$ cat src/rtl/cpu_busarb.sv
// -----------------------------------------------------------------------------
// cpu_busarb -- two-master Wishbone arbiter for a CPU core.
//
// Master A is the data port and master B is the instruction-fetch port. Both
// share one slave bus. Ownership is held in a registered state (IDLE, OWN_A,
// OWN_B). A grant takes effect one cycle after the request. An owner keeps
// the bus until it drops cyc, and the other master never preempts it. A
// watchdog aborts a cycle that sees no ack or err for TIMEOUT cycles. The
// abort errors the owner and returns the arbiter to IDLE.
//
// Parameters
//   AW       address width in words
//   TIMEOUT  cycles without ack/err before an abort (2..1023)
//   OPT_RR   0: A always wins contention; 1: alternate on contention
//
// Ports
//   i_clk, i_rst               clock; synchronous active-high reset
//   i_a_* / o_a_*              master A request in, ack/stall/err out
//   i_b_* / o_b_*              master B request in, ack/stall/err out
//   o_wb_* / i_wb_*            slave request out, ack/stall/err in
//                              (read data goes from slave to masters directly)
//   o_owner                    00 idle, 01 A, 10 B
//   o_timeout                  one-cycle pulse on the cycle of an abort
// -----------------------------------------------------------------------------
module cpu_busarb #(
   parameter int AW      = 32,
   parameter int TIMEOUT = 1023,
   parameter int OPT_RR  = 0
) (
   input  logic          i_clk,
   input  logic          i_rst,
   // master A (data)
   input  logic          i_a_cyc,
   input  logic          i_a_stb,
   input  logic          i_a_we,
   input  logic [AW-1:0] i_a_addr,
   input  logic [31:0]   i_a_data,
   input  logic [3:0]    i_a_sel,
   output logic          o_a_ack,
   output logic          o_a_stall,
   output logic          o_a_err,
   // master B (instruction fetch)
   input  logic          i_b_cyc,
   input  logic          i_b_stb,
   input  logic          i_b_we,
   input  logic [AW-1:0] i_b_addr,
   input  logic [31:0]   i_b_data,
   input  logic [3:0]    i_b_sel,
   output logic          o_b_ack,
   output logic          o_b_stall,
   output logic          o_b_err,
   // slave
   output logic          o_wb_cyc,
   output logic          o_wb_stb,
   output logic          o_wb_we,
   output logic [AW-1:0] o_wb_addr,
   output logic [31:0]   o_wb_data,
   output logic [3:0]    o_wb_sel,
   input  logic          i_wb_ack,
   input  logic          i_wb_stall,
   input  logic          i_wb_err,
   // status
   output logic [1:0]    o_owner,
   output logic          o_timeout
);

   typedef enum logic [1:0] {
      IDLE  = 2'b00,
      OWN_A = 2'b01,
      OWN_B = 2'b10
   } state_t;

   localparam logic [9:0] TIMEOUT_L = 10'(TIMEOUT);
   localparam logic [9:0] COUNT_MAX = 10'h3FF;

   state_t     state, state_next;
   logic [9:0] count, count_next;
   logic       last_b, last_b_next;   // 1: B held the most recent grant
   logic       owner_cyc;
   logic       abort;

   // NOTE: state registers use non-blocking assignments so every flop samples
   // pre-edge values. Reset is sampled on the clock edge, so it takes effect on
   // the edge after i_rst rises.
   always_ff @(posedge i_clk) begin
      if (i_rst) begin
         state  <= IDLE;
         count  <= '0;
         last_b <= 1'b1;
      end else begin
         state  <= state_next;
         count  <= count_next;
         last_b <= last_b_next;
      end
   end

   // The watchdog fires only while the owner still holds cyc. A slave ack or
   // err in the same cycle takes precedence over the abort.
   always_comb begin
      owner_cyc = 1'b0;
      case (state)
         OWN_A:   owner_cyc = i_a_cyc;
         OWN_B:   owner_cyc = i_b_cyc;
         default: owner_cyc = 1'b0;
      endcase
      abort = owner_cyc && (count == TIMEOUT_L) && !i_wb_ack && !i_wb_err;
   end

   // Next-state logic. Arbitration happens only from IDLE.
   // NOTE: every output of this block gets a default first. That stops
   // latches forming on paths that do not assign the signal.
   always_comb begin
      state_next  = state;
      last_b_next = last_b;
      case (state)
         IDLE: begin
            if (i_a_cyc && i_b_cyc) begin
               if ((OPT_RR != 0) && !last_b) begin
                  state_next  = OWN_B;
                  last_b_next = 1'b1;
               end else begin
                  state_next  = OWN_A;
                  last_b_next = 1'b0;
               end
            end else if (i_a_cyc) begin
               state_next  = OWN_A;
               last_b_next = 1'b0;
            end else if (i_b_cyc) begin
               state_next  = OWN_B;
               last_b_next = 1'b1;
            end
         end
         OWN_A:   if (!i_a_cyc || abort) state_next = IDLE;
         OWN_B:   if (!i_b_cyc || abort) state_next = IDLE;
         default: state_next = IDLE;
      endcase
   end

   // Bus routing. When idle the slave sees A's attributes, so the bus carries
   // defined values, but cyc and stb stay low.
   always_comb begin
      o_wb_cyc  = 1'b0;
      o_wb_stb  = 1'b0;
      o_wb_we   = i_a_we;
      o_wb_addr = i_a_addr;
      o_wb_data = i_a_data;
      o_wb_sel  = i_a_sel;
      o_a_ack   = 1'b0;
      o_a_err   = 1'b0;
      o_a_stall = i_a_cyc;
      o_b_ack   = 1'b0;
      o_b_err   = 1'b0;
      o_b_stall = i_b_cyc;
      case (state)
         OWN_A: begin
            o_wb_cyc  = i_a_cyc & ~abort;
            o_wb_stb  = i_a_stb & ~abort;
            o_a_stall = i_wb_stall;
            o_a_ack   = i_wb_ack;
            o_a_err   = i_wb_err | abort;
         end
         OWN_B: begin
            o_wb_cyc  = i_b_cyc & ~abort;
            o_wb_stb  = i_b_stb & ~abort;
            o_wb_we   = i_b_we;
            o_wb_addr = i_b_addr;
            o_wb_data = i_b_data;
            o_wb_sel  = i_b_sel;
            o_b_stall = i_wb_stall;
            o_b_ack   = i_wb_ack;
            o_b_err   = i_wb_err | abort;
         end
         default: ;
      endcase
   end

   // The watchdog counts cycles of an unanswered bus cycle. It saturates
   // instead of wrapping, so a stuck count cannot alias back below TIMEOUT.
   always_comb begin
      if (state == IDLE || i_wb_ack || i_wb_err)
         count_next = '0;
      else if (o_wb_cyc && count != COUNT_MAX)
         count_next = count + 10'd1;
      else
         count_next = count;
   end

   assign o_owner   = state;
   assign o_timeout = abort;

endmodule

$ cat config.mk
export PLATFORM = sky130hd
export DESIGN_NAME = cpu_busarb
export DESIGN_NICKNAME = d
export VERILOG_FILES = /design/src/rtl/cpu_busarb.sv
export SDC_FILE = /design/constraint.sdc
export NUM_CORES = 1
export LEC_CHECK = 0
export CAP_MARGIN = 10
export CORE_AREA = 3 3 87 89
export CTS_CLUSTER_DIAMETER = 80
export CTS_CLUSTER_SIZE = 30
export DETAILED_ROUTE_END_ITERATION = 12
export DIE_AREA = 0 0 90 92
export PLACE_DENSITY = 0.78
export RECOVER_POWER = 25
export SLEW_MARGIN = 20
export SYNTH_ARGS = -nofsm -noshare
export SYNTH_HDL_FRONTEND = slang
export SYNTH_SLANG_ARGS = --single-unit
export TNS_END_PERCENT = 30
$ cat constraint.sdc
create_clock -name i_clk -period 3.5 [get_ports i_clk]
set_input_delay 0.7 -clock i_clk [delete_from_list [all_inputs] [get_ports i_clk]]
set_output_delay 0.7 -clock i_clk [all_outputs]
set_load 0.01 [all_outputs]
==> Yosys cells after proc, flatten, opt, wreduce, memory -nomap -nowiden <==
Cells that the tools add are included.
{ "totals": {"reg_bits": 12, "latchBits": 0, "ramBits": 0, "rom_bits": 0, "word_cells": 51, "mem_count": 0} }
{ "op_classes": {"add_sub_neg": 1, "mul": 0, "n_div": 0, "magnitude_cmp": 0, "eq_ne": 7, "shifts": 0, "n_mux": 19, "bitwise_logic": 6, "reduce_logical": 16} }
{ "ops": {"columns": ["operator", "n"], "rows": [
  ["$mux W32", 2],
  ["$add A10 B1 Y10 const B", 1],
  ["$eq A10 B10 Y1 const B", 1],
  ["$mux W2", 5],
  ["$ne A10 B10 Y1 const B", 1],
  ["$mux W1", 7],
  ["$pmux W1 S2", 3],
  ["$pmux W2 S3", 1],
  ["$logic_and A1 B1 Y1", 5],
  ["$and A1 B1 Y1", 4],
  ["$logic_not A1 Y1", 4],
  ["$logic_or A1 B1 Y1", 4],
  ["$mux W4", 1],
  ["$ne A2 B2 Y1 const B", 2],
  ["$ne A4 B4 Y1 const B", 1],
  ["$reduce_and A3 Y1", 1],
  ["$eq A2 B1 Y1 const B", 1],
  ["$eq A2 B2 Y1 const B", 1],
  ["$logic_not A2 Y1", 1],
  ["$reduce_or A2 Y1", 1],
  ["$not A1 Y1", 1],
  ["$or A1 B1 Y1", 1]
]} }

==> Longest topological paths before layout <==
Gate-level depths: netlist of run 1.
{ "logic_depth": {"word_depth": 9, "depth_mapped": 8} }

==> Least setup slack after synthesis of run 1 <==
OpenSTA, ideal clock, no wires.
{ "synth_path": {"kind": "reg2out", "startpoint": "reg state[0] (netlist: o_owner[0])", "endpoint": "out o_wb_stb", "arrival_time_ps": 1725, "path_slack_ps": 1075, "stages_incl_launch_ff": 7, "cell_sequence": "dfxtp_1 > inv_1 > ha_1 > and4_1 > nand3_1 > nor3_1 > nor3b_1"} }
{ "synth_between": {"elab_chain_cells": 8, "word_cells_on_any_way": 10, "classes_between": "eq/ne: 2; mux: 2; bitwise: 3; reduce/logical: 3"} }
{ "synth_lines": {"columns": ["element", "line_no", "source"], "rows": [
  ["start: declaration", "76", "state_t state, state_next;"],
  ["start signal: assignment", "91", "state <= state_next;"],
  ["$eq A2 B2 Y1 / $eq A2 B1 Y1 (equally long branches)", "101", "case (state)"],
  ["$pmux W1 S2 *", "101", null],
  ["$logic_and A1 B1 Y1 * (3 in a row)", "106", "abort = owner_cyc && (count == TIMEOUT_L) && !i_wb_ack && !i_wb_err;"],
  ["named net o_timeout", "64", "output logic o_timeout"],
  ["$not A1 Y1 *", "157, 164", null],
  ["$and A1 B1 Y1 (on tied branches)", "164, 157", null],
  ["$pmux W1 S2 *", "154", "case (state)"],
  ["end: declaration", "54", "output logic o_wb_stb,"]
]} }
Mark *: on every way through the listed nets, which the timed path passes. The rest lies on a longest branch.

==> Worst setup path in the final report of run 1 <==
{ "layout_path": {"startpoint": "in i_b_cyc", "endpoint": "out o_b_err"} }
{ "layout_between": {"elab_chain_cells": 6} }
{ "layout_lines": {"columns": ["element", "line_no", "source"], "rows": [
  ["start: declaration", "43", "input logic i_b_cyc,"],
  ["$pmux W1 S2", "101", null],
  ["$logic_and A1 B1 Y1 (3 in a row)", "106", null],
  ["$or A1 B1 Y1", "171", "o_b_err = i_wb_err | abort;"],
  ["$mux W1", "154", null],
  ["end: declaration", "51", "output logic o_b_err,"]
]} }
Every way passes these cells.

==> impl_metrics.tcl, run 1 <==
set metrics [dict create \
    synth_top_area_share_pct 49.2 \
    finalCritPeriodShare_pct 96.1 \
    final.fill_count 625 \
    grt_pass1_wl_um 13200 \
    pwr-share-comb_pct 65.0 \
    synth_edf_count 0 \
    yosysSeqAreaShare_pct 14.8 \
    setup_viol 0 \
    yosysUniqueCellTypes 36 \
    cp_max_fo 6 \
    h-tree-depth 1 \
    post-cts-setup-buffers 0 \
    hold_viol 0 \
    grt_pass1_vias 2419 \
    p_leak_nw 1.45 \
    setup_tns_ps 0 \
    endpoint_kind "primary output" \
    track_usage_pct 20.2 \
    period_minus_slack_ps 3360 \
    antenna_found_initial 0 \
    drc 0 \
    async_reset_ff_share_pct 0 \
    rsz0062_at_grt "no" \
    clk_path_buf_depth 2 \
    synthCells 171 \
    wl_um 8910 \
    first_pass_iters 4 \
    synth.most_common_cell "mux2_2" \
    hold_path_class "flop to flop" \
    die_area_um2 8280 \
    num_vias 2250 \
    dp_hpwl_um 7900 \
    die_x_um 90 \
    routedWlPerCell_um 18.1 \
    maxSlewHeadroom_pct 59.6 \
    pre_cts_slack_ps 235 \
    crit_type "input port to primary output" \
    postRouteAntennaNets 0 \
    pwr-share-seq_pct 16.7 \
    synth_fp_nets 323 \
    insertion_delay_ps 250 \
    netlist_area_um2 1630 \
    clkTransAtPathRegs_ps 60 \
    start_util_pct 23.8 \
    num-nets-final 548 \
    cts_resized 0 \
    final_core_util_pct 59.0 \
    core_area_um2 6830 \
    via_per_inst 4.58 \
    drv_cap 0 \
    startpoint_type "input port" \
    maxSlewViolCount 0 \
    ir_worst_vdd_mv 0.113 \
    fin_ws_ps 138 \
    stdcell_count 491 \
    p_switching_w 0.000248 \
    fmax_ghz 0.297 \
    tightestPinTransition_ps 607 \
    required_ps 2800 \
    numClockSinks 12 \
    cts_buffers 3 \
    power.internal_w 0.000605 \
    holdBufCountCts 0 \
    skew_ps 6.13 \
    grt-ovfl-total 0 \
    synth_commonest_cells "mux2_2 (71), dfxtp_1 (12), nor2_1 (12)" \
    p_per_area_nw_per_um2 212 \
    drt_iter0_drc 30 \
    status "finished, final reports clean" \
    rows 30 \
    drive_above_1_share_pct 20.8 \
    antennaDiodeCount 0 \
    synth_ff_type "dfxtp_1" \
    p_total_w 0.000853 \
    grt_start_max_net_pins 46 \
    synth_seq_cells 12 \
    synth_area_leaders "mux2_2 (49%), dfxtp_1 (15%), ha_1 (3.8%)" \
    ys_warn_count 0 \
    cts_tree "built" \
    swShare_pct 29.1 \
    syn_to_final_growth_pct 148 \
    ios 227 \
    postSynthAreaPerCell_um2 9.51 \
    dp.cells 487 \
    gp_congestion 0.840 \
    port_buffers 226 \
    cp_data_arrival_time_ps 2660 \
    cts_root_buf "clkbuf_8" \
    yosysTopAreaCell "mux2_2" \
    power.share.clock_pct 18.3 \
    die_h_um 92 \
]
final cells by class:
| class | count | area [um2] | area share [%] |
|---|---|---|---|
| clock buffer | 4 | 55.1 | 1.37 |
| multi-input combinational | 147 | 1320 | 32.8 |
| inverter | 4 | 15.0 | 0.373 |
| timing repair buffer | 228 | 2280 | 56.5 |
| tap | 96 | 120 | 2.98 |
| sequential | 12 | 240 | 5.96 |
power by group through the flow:
stage	clock network [W]	registers, W	logic (W)
2_1_floorplan	0	0.000146	0.000202
3_3_place_gp	0	0.000145	0.000563
3_5_place_dp	0	0.000146	0.000567
4_1_cts	0.000157	0.000143	0.000571
5_1_grt	0.000163	0.000143	0.000584
6_report	0.000156	0.000142	0.000555
worst paths after layout:
path                   start        to  slack [ps]  depth (start not counted)
setup / recovery     i_b_cyc   o_b_err         140                          6
hold / removal      count[1]  count[1]         520                          2
setup reg to reg  o_owner[0]  count[7]        1570                          7
hold reg to reg     count[1]  count[1]         520                          2
worst max-delay path, stage by stage:
cell and delay (ps):
dlygate4sd3_1 650, a22o_1 200, nand3_1 160, o21ba_2 260, nor2b_1 120, clkdlybuf4s50_1 580
per-layer routing:
layer / track usage, % / share of wire, % / vias to the layer above
met2: 39.6 / 54 / 105
met1: 22.1 / 38 / 1049
met4: 2.30 / 0.71 / 0
met5: 0 / 0 / -
li1: - / - / 1090
met3: 5.58 / 7.5 / 6
state kept, by name, summed over array words and instances (netlist names):
register,flops
count,10
o_owner,2
kinds of logic (layout without fill, tap and decap cells):
logic type / Yosys count / in the layout / synth area share, %
mux: 73 / 73 / 50.7
simple gates: 48 / 48 / 17.6
fa+ha+maj: 5 / 5 / 3.85
buf+inv: 12 / 236 / 3.00
xor+xnor: 6 / 6 / 3.23
compound gates: 15 / 15 / 6.85
flops: 12 / 12 / 14.8
stage by stage:
stage	area [um2]	hold WS, ps
2_1_floorplan	1630	484
3_3_place_gp	4020	498
3_5_place_dp	4020	509
4_1_cts	4070	519
5_1_grt	4030	576
6_report	4030	523
cell usage in the layout (no fill, tap or decap), types with 6 or more instances in the layout:
cell / synthesis / layout
clkdlybuf4s50_1: 0 / 216
dlygate4sd3_1: 0 / 10
nor3_1: 6 / 6
nand3_1: 7 / 7
mux2_2: 71 / 71
nand2_1: 7 / 8
dfxtp_1: 12 / 12
xnor2_1: 6 / 6
nor2_1: 12 / 12
(Power assumes the default switching activity.)
==> run 2, diff against run 1 <==
--- a/config.mk
+++ b/config.mk
@@ -11,7 +11,7 @@
 export CTS_CLUSTER_SIZE = 30
 export DETAILED_ROUTE_END_ITERATION = 12
 export DIE_AREA = 0 0 90 92
-export PLACE_DENSITY = 0.78
+export PLACE_DENSITY_LB_ADDON = 0.15
 export RECOVER_POWER = 25
 export SLEW_MARGIN = 20
 export SYNTH_ARGS = -nofsm -noshare
==> run 2 against run 1 <==
  * Clock power fell by 22%
  * Routed wire length rose by 3.8%
  * Fmax up 2.1%
  * Hold slack got worse by 11 ps
  * Sequential share of layout area unchanged
  * Combinational power increased by 0.7%
  * Worst setup slack better by 68 ps
  * Via count fell by 1.6%
  * Sequential power barely moved
  * Critical path type unchanged
  * Design area unchanged
  * Count of clock-buffer cells in the layout shrank 1
  * First-iteration DRC count grew 63%
==> impl_metrics.tcl, run 2 (same netlist as run 1, synthesis figures left out) <==
set metrics [dict create \
    dp_hpwl_um 8310 \
    fmax_ghz 0.304 \
    grt-ovfl-total 0 \
    drive_above_1_share_pct 20.7 \
    gp_congestion 0.871 \
    setup_viol 0 \
    most-common-layout-cells "clkdlybuf4s50_1 (214), mux2_2 (71), nor2_1 (12), dfxtp_1 (12), dlygate4sd3_1 (12)" \
    cts_tree "built" \
    tightestPinTransition_ps 576 \
    design_area_um2 4030 \
    num_vias 2215 \
    syn_to_final_growth_pct 148 \
    first_pass_iters 4 \
    p_per_area_nw_per_um2 204 \
    rsz0062_at_grt "no" \
    grt_start_max_net_pins 41 \
    cts_buffers 3 \
    hp-start "count[1]" \
    antennaDiodeCount 0 \
    drt_iter0_drc 49 \
    p_leak_nw 1.45 \
    postRouteAntennaNets 0 \
    cp_data_arrival_time_ps 2590 \
    clk_path_buf_depth 2 \
    crit_path_start "i_b_cyc" \
    start_util_pct 23.8 \
    maxSlewHeadroom_pct 61.6 \
    cp_max_fo 10 \
    place_area_um2 4030 \
    startpoint_type "input port" \
    clkTransAtPathRegs_ps 50 \
    insertion_delay_ps 230 \
    drv_cap 0 \
    maxSlewViolCount 0 \
    wl_um 9240 \
    required_ps 2800 \
    numClockSinks 12 \
    core_area_um2 6830 \
    grt_pass1_vias 2363 \
    cts_resized 0 \
    top_register "count" \
    port_buffers 226 \
    grt_pass1_wl_um 13800 \
    die_x_um 90 \
    final.fill_count 631 \
    cts_root_buf "clkbuf_8" \
    holdBufCountCts 0 \
    status "finished, final reports clean" \
    hold_path_class "flop to flop" \
    h-tree-depth 1 \
    largest_reg_flops 10 \
    timing.rr.start "o_owner[0]" \
    hold_viol 0 \
    drc 0 \
    ir_worst_vdd_mv 0.0913 \
    antenna_found_initial 0 \
    rows 30 \
    ios 227 \
    die_h_um 92 \
    endpoint_kind "primary output" \
    final_core_util_pct 59.0 \
    period_minus_slack_ps 3290 \
    num-nets-final 550 \
    final_common_cell "clkdlybuf4s50_1" \
    routedWlPerCell_um 18.8 \
    setup_tns_ps 0 \
    skew_ps 1.74 \
    via_per_inst 4.50 \
    track_usage_pct 21.6 \
    crit_type "input port to primary output" \
    die_area_um2 8280 \
    finalCritPeriodShare_pct 94.1 \
    post-cts-setup-buffers 0 \
]
==> run 2: routing by layer <==
layer / part of all wire, % / GRT usage, % / vias to the layer above
met1: 41 / 25.5 / 1003
li1: - / - / 1091
met4: 1.2 / 4.08 / 0
met5: 0 / 0 / -
met2: 49 / 38.1 / 113
met3: 9.0 / 7.38 / 8
==> run 2: final cells by class <==
| class | count | area, um2 | share of cell area [%] |
|---|---|---|---|
| repair buffers | 230 | 2300 | 57.1 |
| multi-input cells | 147 | 1310 | 32.5 |
| flip-flops and latches | 12 | 240 | 5.96 |
| well taps | 96 | 120 | 2.98 |
| clock buffers | 3 | 41.3 | 1.03 |
| inverters | 4 | 15.0 | 0.373 |
==> run 2: power by group <==
part           leakage, nW  internal, W  switching (W)
clock network       0.0216    0.0000754      0.0000458
logic                 1.34     0.000367       0.000191
registers           0.0970     0.000140     0.00000288
==> run 2: critical path: stages <==
cell             delay (ps)
dlygate4sd3_1           550
clkbuf_1                160
mux2_1                  350
nand2_1                 280
nor2_1                   70
clkdlybuf4s50_1         490
==> run 2: through the flow <==
| stage | setup WS, ps | power, W | std cells | hold WS, ps |
|---|---|---|---|---|
| 2_1_floorplan | 1070 | 0.000348 | 171 | 484 |
| 3_3_place_gp | 326 | 0.000712 | 489 | 497 |
| 3_5_place_dp | 320 | 0.000717 | 489 | 503 |
| 4_1_cts | 244 | 0.000844 | 492 | 510 |
| 5_1_grt | 79.3 | 0.000869 | 492 | 552 |
| 6_report | 206 | 0.000822 | 492 | 511 |
==> run 2: final timing paths <==
| path | end | slack [ps] | cells after the start |
|---|---|---|---|
| min reg2reg | count[1] | 510 | 2 |
| min | count[1] | 510 | 2 |
| max reg2reg | count[7] | 1150 | 7 |
| max | o_wb_cyc | 210 | 6 |
==> run 3, diff against run 2 <==
--- a/config.mk
+++ b/config.mk
@@ -5,12 +5,14 @@
 export SDC_FILE = /design/constraint.sdc
 export NUM_CORES = 1
 export LEC_CHECK = 0
+export ABC_AREA = 1
+export ABC_CLOCK_PERIOD_IN_PS = 3500
 export CAP_MARGIN = 10
-export CORE_AREA = 3 3 87 89
+export CORE_AREA = 3 3 86 88
 export CTS_CLUSTER_DIAMETER = 80
 export CTS_CLUSTER_SIZE = 30
 export DETAILED_ROUTE_END_ITERATION = 12
-export DIE_AREA = 0 0 90 92
+export DIE_AREA = 0 0 89 91
 export PLACE_DENSITY_LB_ADDON = 0.15
 export RECOVER_POWER = 25
 export SLEW_MARGIN = 20
==> run 3 against run 2 <==
  * Worst setup slack gained 140 ps
  * Fmax is 4.4% higher
  * First-iteration DRC count rose to 2.5 times the previous value
  * Clock power rose by 29%
  * Hold slack lost 6.7 ps
  * Core utilization increased by 2.6 points
  * Critical path depth unchanged
  * Via count up 33%
  * Sequential power hardly changed
  * Flip-flop and latch count unchanged
  * Global-route usage increased by 0.81 points
  * Design area increased by 2.6%
  * Critical path type is now flop to primary output
  * Largest power group unchanged
==> impl_metrics.tcl, run 3 <==
set metrics [dict create \
    status "finished, final reports clean" \
    synth_seq_cells 12 \
    synth_top_area_share_pct 52.7 \
    critPathSlowestCell "clkdlybuf4s50_1" \
    num-nets-final 735 \
    p_per_area_nw_per_um2 258 \
    num_vias 2952 \
    r2r_setup_slack_ps 910 \
    cts_buffers 3 \
    yosysTopAreaCell "nand2_1" \
    path_cells "inv_1 > ha_2 > buf_4 > nand2_1 > nand2_1 > clkdlybuf4s50_1" \
    track_usage_pct 22.4 \
    grt_pass1_wl_um 14200 \
    dp.cells 658 \
    syn_to_final_growth_pct 134 \
    synth_fp_nets 518 \
    ios 227 \
    async_reset_ff_share_pct 0 \
    port_buffers 226 \
    top_register "count" \
    required_ps 2800 \
    most-common-layout-cells "nand2_1 (248), clkdlybuf4s50_1 (215), inv_1 (21)" \
    grt_start_max_net_pins 56 \
    final_common_cell "nand2_1" \
    routedWlPerCell_um 14.6 \
    via_per_inst 4.46 \
    die_h_um 91 \
    synth.most_common_cell "nand2_1" \
    gp_congestion 0.829 \
    first_pass_iters 4 \
    setup_tns_ps 0 \
    rsz0062_at_grt "no" \
    grt_pass1_vias 2784 \
    stdcell_count 662 \
    p_leak_nw 1.92 \
    netlist_area_um2 1770 \
    holdBufCountCts 0 \
    tightestPinTransition_ps 632 \
    postRouteAntennaNets 0 \
    drv_cap 0 \
    hold_path_class "flop to flop" \
    cts_tree "built" \
    die_x_um 89 \
    die_area_um2 8100 \
    finalCritPeriodShare_pct 90.1 \
    maxSlewViolCount 0 \
    antenna_found_initial 0 \
    ys_warn_count 0 \
    postSynthAreaPerCell_um2 4.83 \
    largest_reg_flops 10 \
    synth_ff_type "dfxtp_1" \
    fmax_ghz 0.317 \
    setup_viol 0 \
    critPathMaxStageDelay_ps 590 \
    period_minus_slack_ps 3150 \
    dp_hpwl_um 8290 \
    drt_iter0_drc 123 \
    final.fill_count 648 \
    grt-ovfl-total 0 \
    clkTransAtPathRegs_ps 60 \
    drive_above_1_share_pct 3.44 \
    insertion_delay_ps 240 \
    cts_root_buf "clkbuf_8" \
    drc 0 \
    antennaDiodeCount 0 \
    cts_resized 0 \
    core_area_um2 6720 \
    startpoint_type "flop" \
    crit_type "flop to primary output" \
    yosysSeqAreaShare_pct 13.6 \
    endpoint_kind "primary output" \
    crit_buf_inv 3 \
    multi_input_area_um2 1360 \
    synthCells 366 \
    numClockSinks 12 \
    synth_area_leaders "nand2_1 (53%), dfxtp_1 (14%), inv_1 (4.5%)" \
    skew_ps 0.779 \
    cpLargestDelayFamily "buffers and inverters" \
    yosysUniqueCellTypes 24 \
    clk_path_buf_depth 2 \
    rows 30 \
    seq_area_um2 240 \
    wl_um 9650 \
    cp_common_cell "nand2_1" \
    synth_commonest_cells "nand2_1 (248), inv_1 (21), clkbuf_1 (12), dfxtp_1 (12)" \
    cp_max_fo 52 \
    post-cts-setup-buffers 0 \
    synth_edf_count 0 \
    hold_viol 0 \
    start_util_pct 26.3 \
    h-tree-depth 1 \
    ir_worst_vdd_mv 0.131 \
    cp_data_arrival_time_ps 2450 \
    maxSlewHeadroom_pct 57.7 \
]
[run 3: cell count changes after synthesis, sizes merged, moves of 6 or more]
| cell | previous run | this run |
|---|---|---|
| xnor2 | 6 | 0 |
| nor3 | 7 | 1 |
| a21oi | 3 | 12 |
| mux2 | 72 | 0 |
| nand4 | 2 | 11 |
| inv | 4 | 23 |
| nand2 | 8 | 252 |
[run 3: worst register-to-register path: stages, from the launching register on]
cell and delay (ps):
dfxtp_1 330, inv_1 110, ha_2 460, o21ai_0 250
nor2_1 540, nand3_1 520, nor2_1 220, nor2_1 60
[run 3: cell families after synthesis]
kind of cell    synth area share [%]
fa+ha+maj                       3.54
compound gates                  4.96
flops                           13.6
xor+xnor                        1.49
buf+inv                         9.42
simple gates                    67.0
[run 3: through the flow]
step | hold slack, ps | utilization, % | total power (W) | cell area [um2] | worst slack, ps
floorplan | 472 | - | 0.000439 | 1770 | 1220
global placement | 488 | 60.8 | 0.000927 | 4090 | 442
detailed placement | 498 | 60.8 | 0.000931 | 4090 | 363
CTS | 506 | 61.6 | 0.00109 | 4140 | 282
global route | 544 | 61.5 | 0.00115 | 4130 | 141
finish | 505 | 61.5 | 0.00107 | 4130 | 346
[run 3: final cells by class]
cell class,instances,share of cell area [%]
Tap cell,80,2.42
Sequential cell,12,5.81
Timing Repair Buffer,229,55.6
Clock buffer,4,1.33
Multi-Input combinational cell,314,32.8
Inverter,23,2.09
[run 3: path summary, 6_finish.rpt]
path	start	to	cells past startpoint
worst max-delay path	o_owner[0]	o_wb_data[28]	6
worst min register to register	o_owner[0]	o_owner[0]	2
worst max register to register	o_owner[0]	count[1]	7
worst min-delay path	o_owner[0]	o_owner[0]	2
[run 3: power by group]
part           total, W  internal (W)  switching (W)
Clock          0.000156     0.0000996      0.0000565
Sequential     0.000143      0.000140     0.00000323
Combinational  0.000767      0.000429       0.000338
Total           0.00107      0.000668       0.000398
[run 3: metal layers]
layer | global-route usage [%] | vias to the layer above | wire length, um
li1 | - | 1547 | -
met1 | 23.0 | 1241 | 3410
met2 | 41.2 | 150 | 4880
met3 | 8.80 | 14 | 1190
met4 | 5.71 | 0 | 180
met5 | 0 | - | 0
